`config.mk`:
```
export PLATFORM = sky130hd
export DESIGN_NAME = ahb_lite_fir_ntap
export DESIGN_NICKNAME = d
export VERILOG_FILES = /design/src/rtl/ahb_lite_fir_ntap.sv
export SDC_FILE = /design/constraint.sdc
export NUM_CORES = 1
export LEC_CHECK = 0
export BUFFER_PORTS_ARGS = -buffer_cell sky130_fd_sc_hd__buf_4
export CORE_ASPECT_RATIO = 0.75
export CORE_MARGIN = 4
export CORE_UTILIZATION = 59
export CTS_BUF_LIST = sky130_fd_sc_hd__clkbuf_4 sky130_fd_sc_hd__clkbuf_8 sky130_fd_sc_hd__clkbuf_16
export CTS_CLUSTER_SIZE = 20
export DETAILED_ROUTE_END_ITERATION = 6
export PLACE_DENSITY = 0.79
export SYNTH_ARGS = -nofsm -noshare
export SYNTH_HDL_FRONTEND = slang
export SYNTH_SLANG_ARGS = --single-unit
```
`constraint.sdc`:
```
create_clock -name clk -period 8.47 [get_ports clk]
set_input_delay 1.2705 -clock clk [delete_from_list [all_inputs] [get_ports clk]]
set_output_delay 1.2705 -clock clk [all_outputs]
set_load 0.02 [all_outputs]
```
`src/rtl/ahb_lite_fir_ntap.sv`:
```
// AHB-Lite zero-wait-state slave around an N-tap FIR: sample FIFO, one shared
// signed MAC stepping one tap per cycle, saturate/wrap output scaling.
`timescale 1ns/1ps
module ahb_lite_fir_ntap #(
  parameter int NTAPS      = 4,
  parameter int DW         = 16,
  parameter int FIFO_DEPTH = 4,
  parameter int ADDR_W     = 6
) (
  input  logic              clk,
  input  logic              rst,
  input  logic              hsel,
  input  logic [ADDR_W-1:0] haddr,
  input  logic              hsize,
  input  logic [1:0]        htrans,
  input  logic              hwrite,
  input  logic [DW-1:0]     hwdata,
  output logic [DW-1:0]     hrdata,
  output logic              hresp
);
  localparam int TW    = $clog2(NTAPS);
  localparam int AW    = 2*DW + TW;
  localparam int PW    = $clog2(FIFO_DEPTH);
  localparam int CW    = PW + 1;
  localparam int A_END = 8 + 2*NTAPS;
  localparam logic [ADDR_W-2:0] W_STATUS = (ADDR_W-1)'(0);
  localparam logic [ADDR_W-2:0] W_RESULT = (ADDR_W-1)'(1);
  localparam logic [ADDR_W-2:0] W_SAMPLE = (ADDR_W-1)'(2);
  localparam logic [ADDR_W-2:0] W_CTRL   = (ADDR_W-1)'(3);
  localparam logic [ADDR_W-2:0] W_COEFF  = (ADDR_W-1)'(4);

  typedef enum logic [1:0] {IDLE, MAC, DONE} state_t;

  function automatic logic bad_access(input logic [ADDR_W-1:0] a, input logic wr, input logic sz);
    return (int'(a) >= A_END) || (sz && a[0]) || (wr && (a[ADDR_W-1:1] < W_SAMPLE));
  endfunction

  function automatic logic [DW-1:0] lane_mask(input logic sz, input logic odd);
    logic [DW-1:0] lo;
    lo = {{(DW-8){1'b0}}, 8'hFF};
    if (sz) return '1;
    return odd ? ~lo : lo;
  endfunction

  function automatic logic [DW-1:0] merge(input logic [DW-1:0] old, input logic [DW-1:0] nw,
                                          input logic [DW-1:0] m);
    return (old & ~m) | (nw & m);
  endfunction

  // Returns {overflow, value}: arithmetic shift by DW-1, then clamp or wrap.
  function automatic logic [DW:0] scale(input logic signed [AW-1:0] a, input logic sat_mode);
    logic signed [AW-1:0] sh;
    logic                 ovf;
    sh  = a >>> (DW-1);
    ovf = !((&sh[AW-1:DW-1]) || !(|sh[AW-1:DW-1]));
    if (ovf && sat_mode) return {1'b1, sh[AW-1], {(DW-1){~sh[AW-1]}}};
    return {ovf, sh[DW-1:0]};
  endfunction

  logic                 vld_p1, write_p1, size_p1;
  logic [ADDR_W-1:0]    addr_p1;
  logic [ADDR_W-2:0]    word_p1, rd_word;
  logic [TW-1:0]        cidx_p1;
  logic                 enable, sat, err, clr;
  logic [DW-1:0]        result, last_sample, status, ctrl_rd, rd_val, fwd_val;
  logic [DW-1:0]        wmask, sample_new, ctrl_new, coeff_new;
  logic signed [DW-1:0] coeff [NTAPS];
  logic signed [DW-1:0] hist [NTAPS];
  logic [DW-1:0]        fifo_mem [FIFO_DEPTH];
  logic [PW-1:0]        wr_ptr, rd_ptr;
  logic [CW-1:0]        count;
  logic                 fifo_full, fifo_empty, push, pop;
  logic                 dp_bad, dp_wr, busy, mac_en, load_res;
  logic signed [AW-1:0] acc;
  logic [TW-1:0]        tap;
  logic signed [2*DW-1:0] h_ext, c_ext, prod;
  logic [DW:0]          scaled;
  state_t               state, state_nxt;
  logic                 unused_htrans0;

  assign unused_htrans0 = htrans[0];

  // Stage p1: address phase captured, executed during the data phase
  always_ff @(posedge clk) begin
    if (rst) vld_p1 <= 1'b0;
    else     vld_p1 <= hsel && htrans[1];
    addr_p1  <= haddr;
    write_p1 <= hwrite;
    size_p1  <= hsize;
  end

  assign word_p1    = addr_p1[ADDR_W-1:1];
  assign cidx_p1    = TW'(word_p1 - W_COEFF);
  assign fifo_full  = (count == CW'(FIFO_DEPTH));
  assign fifo_empty = (count == '0);
  assign wmask      = lane_mask(size_p1, addr_p1[0]);
  assign ctrl_rd    = {{(DW-3){1'b0}}, sat, 1'b0, enable};
  assign sample_new = merge('0, hwdata, wmask);
  assign ctrl_new   = merge(ctrl_rd, hwdata, wmask);
  assign coeff_new  = merge(coeff[cidx_p1], hwdata, wmask);
  assign dp_bad     = bad_access(addr_p1, write_p1, size_p1)
                   || (write_p1 && word_p1 == W_SAMPLE && fifo_full)
                   || (write_p1 && word_p1 >= W_COEFF && busy);
  assign hresp      = vld_p1 && dp_bad;
  assign dp_wr      = vld_p1 && write_p1 && !dp_bad;
  assign push       = dp_wr && word_p1 == W_SAMPLE;
  assign clr        = dp_wr && word_p1 == W_CTRL && ctrl_new[1];

  always_comb begin
    status         = '0;
    status[0]      = busy;
    status[1]      = err;
    status[2]      = fifo_full;
    status[3]      = fifo_empty;
    status[8 +: CW] = count;
  end

  always_comb begin
    case (word_p1)
      W_SAMPLE: fwd_val = sample_new;
      W_CTRL:   fwd_val = {{(DW-3){1'b0}}, ctrl_new[2], 1'b0, ctrl_new[0]};
      default:  fwd_val = coeff_new;
    endcase
  end

  // A write still in its data phase is merged into a same-register read.
  always_comb begin
    rd_word = haddr[ADDR_W-1:1];
    case (rd_word)
      W_STATUS: rd_val = status;
      W_RESULT: rd_val = result;
      W_SAMPLE: rd_val = last_sample;
      W_CTRL:   rd_val = ctrl_rd;
      default:  rd_val = coeff[TW'(rd_word - W_COEFF)];
    endcase
    if (dp_wr && word_p1 == rd_word) rd_val = fwd_val;
    if (bad_access(haddr, 1'b0, hsize)) rd_val = '0;
  end

  always_ff @(posedge clk) begin
    if (rst)                            hrdata <= '0;
    else if (hsel && htrans[1] && !hwrite) hrdata <= rd_val;
  end

  always_ff @(posedge clk) begin
    if (rst) begin
      enable      <= 1'b0;
      sat         <= 1'b0;
      last_sample <= '0;
      for (int i = 0; i < NTAPS; i++) coeff[i] <= '0;
    end else if (dp_wr) begin
      case (word_p1)
        W_SAMPLE: last_sample <= sample_new;
        W_CTRL: begin
          enable <= ctrl_new[0];
          sat    <= ctrl_new[2];
        end
        default: if (word_p1 >= W_COEFF) coeff[cidx_p1] <= coeff_new;
      endcase
    end
  end

  always_ff @(posedge clk) begin
    if (push) fifo_mem[wr_ptr] <= sample_new;
  end

  always_ff @(posedge clk) begin
    if (rst || clr) begin
      wr_ptr <= '0;
      rd_ptr <= '0;
      count  <= '0;
    end else begin
      if (push) wr_ptr <= wr_ptr + PW'(1);
      if (pop)  rd_ptr <= rd_ptr + PW'(1);
      if (push && !pop)      count <= count + CW'(1);
      else if (pop && !push) count <= count - CW'(1);
    end
  end

  always_ff @(posedge clk) begin
    if (rst || clr) state <= IDLE;
    else            state <= state_nxt;
  end

  always_comb begin
    state_nxt = state;
    case (state)
      IDLE:    if (enable && !fifo_empty) state_nxt = MAC;
      MAC:     if (tap == TW'(NTAPS-1))   state_nxt = DONE;
      default: state_nxt = IDLE;
    endcase
  end

  always_comb begin
    busy     = (state != IDLE);
    pop      = (state == IDLE) && enable && !fifo_empty;
    mac_en   = (state == MAC);
    load_res = (state == DONE);
  end

  // Stage MAC: one tap product per cycle into the wide accumulator
  assign h_ext  = {{DW{hist[tap][DW-1]}}, hist[tap]};
  assign c_ext  = {{DW{coeff[tap][DW-1]}}, coeff[tap]};
  assign prod   = h_ext * c_ext;
  assign scaled = scale(acc, sat);

  always_ff @(posedge clk) begin
    if (pop) begin
      acc <= '0;
      tap <= '0;
    end else if (mac_en) begin
      acc <= acc + {{TW{prod[2*DW-1]}}, prod};
      tap <= tap + TW'(1);
    end
  end

  // Stage DONE: scaled accumulator lands in RESULT
  always_ff @(posedge clk) begin
    if (rst || clr) begin
      for (int i = 0; i < NTAPS; i++) hist[i] <= '0;
      result <= '0;
      err    <= 1'b0;
    end else begin
      if (pop) begin
        for (int i = NTAPS-1; i > 0; i--) hist[i] <= hist[i-1];
        hist[0] <= fifo_mem[rd_ptr];
      end
      if (load_res) begin
        result <= scaled[DW-1:0];
        if (scaled[DW]) err <= 1'b1;
      end
    end
  end
endmodule
```
# Word level (Yosys, flattened, before mapping)

Memory sizes are Yosys's and may differ from the RTL's. A register that Yosys moved wholly into a read port is not among the register bits.
Index checks and enable logic that the tools add are counted.

$add $sub $neg: 8
Multiply operators: 1
Divide/modulo/power cells: 0
$lt $le $gt $ge: 4
Equal/unequal tests: 12
Shift operators: 0
Multiplexer cells: 43
Bitwise logic cells: 11
Reduce and logical (&&, ||, !) cells: 49

Operators with widths:

| operator                                                               | count |
|---|---|
| 16-bit 2-to-1 mux                                                      | 10 |
| 16-bit case mux with 4 select lines                                    | 1 |
| 34-bit adder                                                           | 1 |
| 17-bit 2-to-1 mux                                                      | 2 |
| 16-bit bitwise AND                                                     | 2 |
| 16-bit by 16-bit multiplier with 32-bit output                         | 1 |
| 16-bit case mux with 2 select lines                                    | 1 |
| 1-bit logical AND                                                      | 22 |
| 5-bit by 2-bit == test with 1-bit output (second input constant)       | 4 |
| 2-bit 2-to-1 mux                                                       | 9 |
| 1-bit 2-to-1 mux                                                       | 17 |
| 16-bit NOT                                                             | 1 |
| 16-bit bitwise OR                                                      | 1 |
| 16-bit OR reduction                                                    | 1 |
| 6-bit by 5-bit >= comparator with 1-bit output (second input constant) | 2 |
| 2-bit AND reduction                                                    | 4 |
| 1-bit zero test                                                        | 7 |
| 1-bit logical OR                                                       | 7 |
| 2-bit by 1-bit adder with 2-bit output (second input constant)         | 3 |
| 3-bit 2-to-1 mux                                                       | 2 |
| 5-bit by 1-bit == test with 1-bit output (second input constant)       | 1 |
| 5-bit == test                                                          | 1 |
| 5-bit by 3-bit >= comparator with 1-bit output (second input constant) | 1 |
| 5-bit zero test                                                        | 1 |
| other kinds (20)                                                       | 26 |

Bits in registers: 105
Bits in latches: 0
RAM bits: 192
Memory bits (read-only): 0
Word-level logic and storage cells: 147
Memories kept: 3

Memory list:

| name     | words | width | read ports | clocked after Yosys merged registers in | write ports | line | text |
|---|---|---|---|---|---|---|---|
| coeff    | 4     | 16    | 3          | 1                                       | 4           | 67   | `logic signed [DW-1:0] coeff [NTAPS];` |
| fifo_mem | 4     | 16    | 1          | 1                                       | 1           | 69   | `logic [DW-1:0] fifo_mem [FIFO_DEPTH];` |
| hist     | 4     | 16    | 4          | 1                                       | 4           | 68   | `logic signed [DW-1:0] hist [NTAPS];` |

# Logic depth before layout (Yosys ltp)

Depth after elaboration: 13
Depth in mapped cells: 41
Mapped depth without buffers: 36

# Least setup slack after synthesis

Ideal clock, no wire load.

Path type: register to register
Start: register with a tool-made name
End: register acc[33]
Library setup time: 0.125 ns
Arrival: 8.492 ns
Data required time: 8.345 ns
Path slack: -0.147 ns
Stages on the path, launching flop included: 38
Path buffers: 4
Path through: dfxtp_1 clkbuf_1 clkbuf_1 mux2_2 o21ai_1 clkbuf_1 nor2_1 fa_1 inv_1 fa_1 fa_1 inv_1 fa_1 fa_1 inv_1 fa_1 inv_1 ha_1 [2 not listed] a21oi_1 o21ai_0 a221o_1 nand2_1 o21ai_0 a21oi_1 xnor2_1 ha_1 clkbuf_1 a21o_1 a21o_1 a21oi_1 o21ai_0 a31oi_1 o31ai_4 and4_1 a41oi_1 nand3_1

RTL lines:

| item                   | line | text |
|---|---|---|
| end signal: assignment | 212  | `acc <= acc + {{TW{prod[2*DW-1]}}, prod};` |
| end: declaration       | 74   | `logic signed [AW-1:0] acc;` |

==> metrics.md <==
| Metric | Value |
|---|---|
| Status | `finished, violations left` |
| Failing checks | `negative setup slack` |
| Tot GR Track Use | `29.6%` |
| CP Max Fanout | `13` |
| Final setup violation count | `1` |
| Worst slew pin tran | `1.16 ns` |
| Worst rel slew slack | `22.7%` |
| Setup ws final | `-0.0634 ns` |
| Die Area | `45800 um2` |
| Clk sinks | `301` |
| Fraction of registers with async set/reset | `0%` |
| Seq/Total Area, Yosys | `31.8%` |
| # IOs | `46` |
| GP Congestion | `0.959` |
| Post-route ant nets | `0` |
| Cell area after synthesis | `25000 um2` |
| Clock Latency Late Sink | `0.58 ns` |
| Worst path slowest cell | `fa_2` |
| Clock tree buffer depth | `3` |
| Antenna violations before repair | `2` |
| Tmin final | `8.53 ns` |
| Unrepaired setup endpoints after global routing | `yes` |
| Largest stage delay, worst path | `0.58 ns` |
| Net Count, Synth | `2889` |
| Vias in the first global route | `19367` |
| Synthesized instance count | `2475` |
| Wirelength per Cell | `21.4 um` |
| Most used routing layer | `met2` |
| Hold WC Path Type | `flop to flop` |
| Vias | `19528` |
| Vias/cell | `6.03` |
| Reg clk slew, reported paths | `0.06 ns` |
| GRT met3 Usage | `10.0%` |
| Die Height | `186 um` |
| TritonCTS clock tree | `done` |
| Number of remaining DRC errors | `0` |
| Cell variety after synth | `74` |
| Top cell type's share of synthesized area | `23.1%` |
| Antenna Cells | `0` |
| CP bufs+invs | `7` |
| Final period util | `101%` |
| Yosys warnings | `0` |
| Multi-input gate area | `16000 um2` |
| Hold path startpoint | `hrdata[10]` |
| Register bit total from synthesis | `301` |
| Max frequency | `117 MHz` |
| Root Buffer | `clkbuf_16` |
| Kind of cell adding the most delay to the critical path | `adder cells` |
| Fin nets | `3060` |
| Layout Skew | `0.0202 ns` |
| EDFF count, synth | `192` |
| Chip width | `246 um` |
| Critical Path RT | `8.93 ns` |
| Register area | `7950 um2` |
| DP HPWL | `50700 um` |
| First-pass GRT wire length | `105000 um` |
| Hold_ws | `0.458 ns` |
| Fin. max-slew vios | `0` |
| Cts bufs inserted | `30` |
| Avg Synthesized Cell Area | `10.1 um2` |
| WP data arrival | `8.99 ns` |
| Area grow syn2layout | `16.5%` |
| Final Hold Viols | `0` |
| GRT Residual Overflow | `0` |
| # rows | `65` |
| Endpoint class of the critical path | `flop` |
| M1 GR Usage | `40.9%` |
| DRT iter0 DRCs | `2385` |
| Router iterations before antenna repair | `6` |
| Synth Flop Type | `edfxtp_1` |
| IO Port Bufs | `44` |
| Worst path most repeated cell | `a21o_1` |
| CP Class | `flop to flop` |
| Total routed wirelength | `69300 um` |
| Initial core utilization | `59.6%` |
| CP Launch Type | `flop` |
| Fillers | `2999` |
| Pin count of the biggest net entering global routing | `65` |
| Synth area leader | `edfxtp_1` |
| Max-cap violations | `0` |
| Grt met2 use | `45.7%` |
| Core area | `42000 um2` |
| H-tree Lvls | `1` |
| Dominant cells by area after synthesis | `edfxtp_1 (23%), fa_1 (21%), dfxtp_1 (8.7%)` |
| Share of layout cells above drive strength 1 | `20.9%` |
==> timing repair <==
action                     CTS  global route
pin swaps                   20            75
hold buffers                 0             0
gates cloned                 2             0
setup endpoints to repair    7            14
setup buffers               10            21
gates resized for setup     41           146
==> cell usage in the layout, fill, tap and decap left out, types with 17 or more instances in the layout <==
cell type  Yosys  routed
mux2i_1       30      26
dfxtp_1      109     106
clkbuf_16      0      31
edfxtp_1     192     192
ha_1         121     104
o21a_1        29      26
o211ai_1      25      25
nor2b_1       25      20
o21ai_1       18      18
buf_4          0     235
nor2_1       273     267
nand2_1      254     248
and2_1        99      97
a21o_1        22      22
nand2b_1      23      21
a21oi_1      137     122
fa_1         264     252
mux2_2        18      17
a211oi_1      22      22
mux4_2        64      64
xnor2_1       49      42
inv_1        339     322
o21ai_0       46      31
==> final timing paths <==
check               endpoint  slack, ns  cells past startpoint
setup / recovery     acc[33]      -0.06                     35
hold / removal    hrdata[10]       0.46                      2
setup reg to reg     acc[33]      -0.06                     35
hold reg to reg   hrdata[10]       0.46                      2
==> kinds of logic (layout without fill, tap and decap cells) <==
group / count (synthesis) / after routing / share of synthesized area, %
xor gates and xnor gates: 63 / 63 / 2.21
DFF: 301 / 301 / 31.8
muxes: 112 / 112 / 7.78
AOI/OAI and AO/OA: 390 / 390 / 10.1
and+or+nand+nor: 759 / 759 / 13.9
buffers and inverters: 465 / 660 / 7.07
adders and majority gates: 385 / 385 / 27.2
==> area by class of cell <==
cell class,instances,share of cell area (%)
repair buffers,264,7.56
well taps,569,2.45
clock inverters,18,0.451
clock buffers,38,2.89
multi-input cells,1709,54.9
inverters,340,4.41
flip-flops and latches,301,27.3
==> synth_stat cells, drive strengths merged (3+ instances only) <==
master	number
xor2	14
nand3b	6
nor4	3
mux2i	30
xnor2	49
nor3	14
nand4	6
nor4b	5
nor3b	8
and2	99
nor2	273
nand2b	23
buf	26
o211ai	25
ha	121
nor2b	26
mux2	18
a41oi	4
o21bai	15
or2	4
o31a	4
a21o	22
a221o	4
o21ai	64
nand3	17
fa	264
mux4	64
or3	8
dfxtp	109
a21oi	137
inv	340
a221oi	10
nand2	256
a31oi	12
o22ai	11
o21a	29
clkbuf	99
edfxtp	192
o31ai	7
a2111oi	4
a211oi	23
and3	6
a22oi	5
==> per-stage QoR <==
step | TNS (ns) | instance area (um2) | cells | setup WS, ns | util [%]
final | -0.0634 | 29100 | 3239 | -0.0634 | 69.4
after global placement | -0.229 | 27100 | 3153 | -0.105 | 64.6
after global routing | -1.04 | 29100 | 3239 | -0.241 | 69.4
after detailed placement | -0.899 | 27100 | 3153 | -0.303 | 64.6
after CTS | 0 | 28400 | 3221 | 0.00486 | 67.6
after floorplan | 0 | 25000 | 2475 | 0.0268 | -
==> flip-flops by register name (all words and copies together) (netlist names), named ones only <==
register and count:
coeff 64, last_sample 16, wr_ptr 2, acc 34, enable 1, count 3
sat 1, size_p1 1, hrdata 16, hist 64, err 1, addr_p1 6
tap 2, fifo_mem 64, state 2, vld_p1 1, rd_ptr 2, result 16
write_p1 1
==> layer usage <==
metal / part of all wire (%) / wire (um)
met1: 39 / 26900
met2: 46 / 31500
met3: 13 / 8800
met4: 3.0 / 2060
met5: 0.023 / 16
==> worst min-delay path, cell delays in order, from the launching register on <==
cell and delay, ns:
dfxtp_1 0.31, nand2_1 0.05, a21oi_1 0.05
Power is left out: the tool's default activity adds up to more than one toggle a clock period on the data nets, which glitch-free logic cannot reach.
